==> src/rtl/sign_extend.sv <==
// Decode-stage immediate generator: picks a field from the instruction word,
// sign-extends it to OUT_W bits and registers the result with a valid flag.
module sign_extend #(
    parameter int IN_W    = 34,
    parameter int OUT_W   = 24,
    parameter int IMM_A_W = 10,
    parameter int IMM_B_W = 16,
    parameter int IMM_C_W = 2
) (
    input  logic             clk,
    input  logic             rst_n,
    input  logic [IN_W-1:0]  In,
    input  logic [1:0]       ImmSrc,
    input  logic             in_valid,
    output logic [OUT_W-1:0] Imm_Ext,
    output logic             out_valid
);

    logic [OUT_W-1:0] w_imm_a;
    logic [OUT_W-1:0] w_imm_b;
    logic [OUT_W-1:0] w_imm_c;
    logic [OUT_W-1:0] w_imm_sel;
    logic [OUT_W-1:0] r_imm_ext;
    logic             r_out_valid;

    assign w_imm_a = {{(OUT_W-IMM_A_W){In[IMM_A_W-1]}}, In[IMM_A_W-1:0]};
    assign w_imm_b = {{(OUT_W-IMM_B_W){In[IMM_B_W-1]}}, In[IMM_B_W-1:0]};
    assign w_imm_c = {{(OUT_W-IMM_C_W){In[IMM_C_W-1]}}, In[IMM_C_W-1:0]};

    // Format 11 is reserved and yields zero.
    always_comb begin
        w_imm_sel = '0;
        case (ImmSrc)
            2'b00:   w_imm_sel = w_imm_a;
            2'b01:   w_imm_sel = w_imm_b;
            2'b10:   w_imm_sel = w_imm_c;
            default: w_imm_sel = '0;
        endcase
    end

    always_ff @(posedge clk) begin
        if (!rst_n) begin
            r_imm_ext   <= '0;
            r_out_valid <= 1'b0;
        end else begin
            r_out_valid <= in_valid;
            if (in_valid) begin
                r_imm_ext <= w_imm_sel;
            end
        end
    end

    assign Imm_Ext   = r_imm_ext;
    assign out_valid = r_out_valid;

endmodule

==> config.mk <==
export PLATFORM = sky130hd
export DESIGN_NAME = sign_extend
export DESIGN_NICKNAME = d
export VERILOG_FILES = /design/src/rtl/sign_extend.sv
export SDC_FILE = /design/constraint.sdc
export NUM_CORES = 1
export LEC_CHECK = 0
export CAP_MARGIN = 20
export CORE_MARGIN = 5
export CORE_UTILIZATION = 30
export DETAILED_ROUTE_END_ITERATION = 16
export PLACE_DENSITY = 0.75
export SLEW_MARGIN = 10
export SYNTH_ARGS = -nofsm -noshare
export SYNTH_HDL_FRONTEND = slang
export SYNTH_SLANG_ARGS = --single-unit
==> constraint.sdc <==
create_clock -name clk -period 1.76 [get_ports clk]
set_input_delay 0.352 -clock clk [delete_from_list [all_inputs] [get_ports clk]]
set_output_delay 0.352 -clock clk [all_outputs]
set_load 0.03 [all_outputs]
==> results.tsv <==
metric	value	unit
slowest cell delay on critical path	0.68	ns
DRT met1 WL	858	um
Yosys cell types	17	
Fin Setup TNS	0	ns
Final setup viols	0	
Critical Path Source Type	flop	
largest net degree at the start of global routing	27	
Leak	0.4644	nW
most frequent cells in the layout	clkdlybuf4s50_1 (36), dfxtp_1 (17), nand2b_1 (10), o21ai_0 (10), dlygate4sd2_1 (9)	
Port Buffers	45	
Final Hold Viols	0	
Diodes inserted	0	
Worst path slowest cell	clkdlybuf4s50_1	
DR WL/cell	12.95	um
final WL	1.968	mm
commonest non-fill, non-tap cell in the layout	clkdlybuf4s50_1	
DP Area	1154	sq um
initial antenna violation count	0	
total I/O pin count	64	
Gate Count Post-Synth	83	
CTS root buf	clkbuf_4	
TritonRoute pass-1 iters	4	
num rows	18	
Die Wd	59.57	um
worst skew pair latency	0.28	ns
required time worst endpoint	1.41	ns
nets	162	
Die Ht	59.57	um
first-pass GRT wire length	3.174	mm
clock skew	0	ns
placed wire-length estimate	1.509	mm
Slew HR	67.79	%
RSZ-0062 raised after global routing	no	
post-layout instance area	1170	sq um
final worst path period share	95.50	%
Yosys warnings	0	
Clock transition at path regs	0.11	ns
worst slew pin tran	0.4817	ns
crit path capture type	primary output	
Post-CTS Hold Buffers	0	
vias in the first global route	688	
cell type with the highest aggregate area in the netlist	dfxtp_1	
Max Fclk	594.9	MHz
wire length on met3	228	um
HP Class	reg -> reg	
WL met2	871	um
GP Congestion	0.7723	
Iter 0 DRT Violations	27	
critical path arrival	1.33	ns
sequential area share after synthesis	46.18	%
Synth top area share	46.18	%
maximum vdd ir drop	334.4	uV
pwr/cell area	762.2	nW/um^2
CP delay by family, top	buffers and inverters	
Avg Inst Size Synth	8.879	sq um
Tmin final	1.681	ns
die area	3548	sq um
Worst Path Buf+Inv	1	
Tot GR Track Use	11.75	%
Total Power	891.7	uW
CP Cell Sequence	clkdlybuf4s50_1	
top cells by area, synth	dfxtp_1 (46%), nand2b_1 (8.5%), buf_4 (8.1%)	
Setup CP Type	reg -> out	
Crit Path Max Fanout	2	
CTS tree	done	
Yosys reg bits	17	
Cell Area, Synth	737.0	sq um
total grt overflow	0	
Core ar.	2410	sq um
vias post-DR	702	
Layout Area Growth over Synthesis	58.74	%
Slew Viols, Final	0	
CTS Sinks	17	
DRC Markers	0	
CTS max path bufs	2	
status	finished clean	
share of layout cells above drive strength 1	7.377	%
highest routed layer	met4	
routed vias/inst	4.618	
Post-DRT Antenna Nets	0	
H-tree depth	1	
Initial Utilization	30.58	%
Synth Net Count	122	
# Max-Cap Violations	0	
number of clock buffers inserted by TritonCTS	3	
[worst paths after layout]
check                           startpoint                       end  slack [ns]  cells past startpoint
setup / recovery  Imm_Ext[10]$_SDFFE_PN0P_               Imm_Ext[10]        0.08                      1
hold / removal     Imm_Ext[1]$_SDFFE_PN0P_   Imm_Ext[1]$_SDFFE_PN0P_        0.47                      2
setup reg to reg  Imm_Ext[22]$_SDFFE_PN0P_  Imm_Ext[22]$_SDFFE_PN0P_        0.98                      2
hold reg to reg    Imm_Ext[1]$_SDFFE_PN0P_   Imm_Ext[1]$_SDFFE_PN0P_        0.47                      2
[stage by stage]
stage | std cells | hold slack, ns | utilization [%] | setup slack (ns)
after floorplan | 83 | 0.4903 | - | 0.5502
after CTS | 152 | 0.4804 | 48.55 | 0.07913
after detailed placement | 148 | 0.4667 | 47.87 | 0.1776
after global routing | 152 | 0.5149 | 48.55 | 0.04814
final | 152 | 0.4738 | 48.55 | 0.07914
after global placement | 148 | 0.4536 | 47.87 | 0.2216
[routing by layer]
metal,track usage (%),vias up
li1,-,356
met1,13.83,307
met2,20.12,37
met3,2.832,2
met4,5.063,0
met5,0,-
[logic make-up (layout without fill, tap and decap cells)]
group                  after synthesis  in the layout  share of synthesized area [%]
AOI/OAI and AO/OA                   32             32                          25.13
and+or+nand+nor                     22             22                          16.98
DFF                                 17             17                          46.18
buffers and inverters               12             51                          11.71
[layout make-up]
type / instances / area, sq um
fillers: 245 / 1240
repair buffers: 47 / 454.2
flip-flops and latches: 17 / 340.3
multi-input cells: 54 / 310.3
well taps: 30 / 37.54
clock buffers: 3 / 22.52
clock inverters: 1 / 5.005
[power by group]
group | internal (mW) | switching [mW] | total, mW
logic | 0.119 | 0.140 | 0.258
clock network | 0.0844 | 0.124 | 0.209
registers | 0.411 | 0.0139 | 0.424
total | 0.614 | 0.278 | 0.892
[synth_stat cells]
master,count
o21a_4,1
o21ai_1,4
nand2b_1,10
nor2b_2,1
buf_2,3
dfxtp_1,17
a31oi_1,6
and2_1,1
a21o_1,1
o21ai_0,10
a21oi_1,8
nand3_1,2
buf_6,1
nand2_1,7
nand2_4,1
a21boi_1,2
buf_4,8
[registers in the layout, indices dropped and copies added (netlist names)]
name,cells
Imm_Ext,16
out_valid,1
[repair_timing]
item,in CTS,in global routing
gates resized for setup,9,0
setup buffers,0,0
setup endpoints to repair,9,0
No activity file was read; power rests on OpenSTA's default activity.
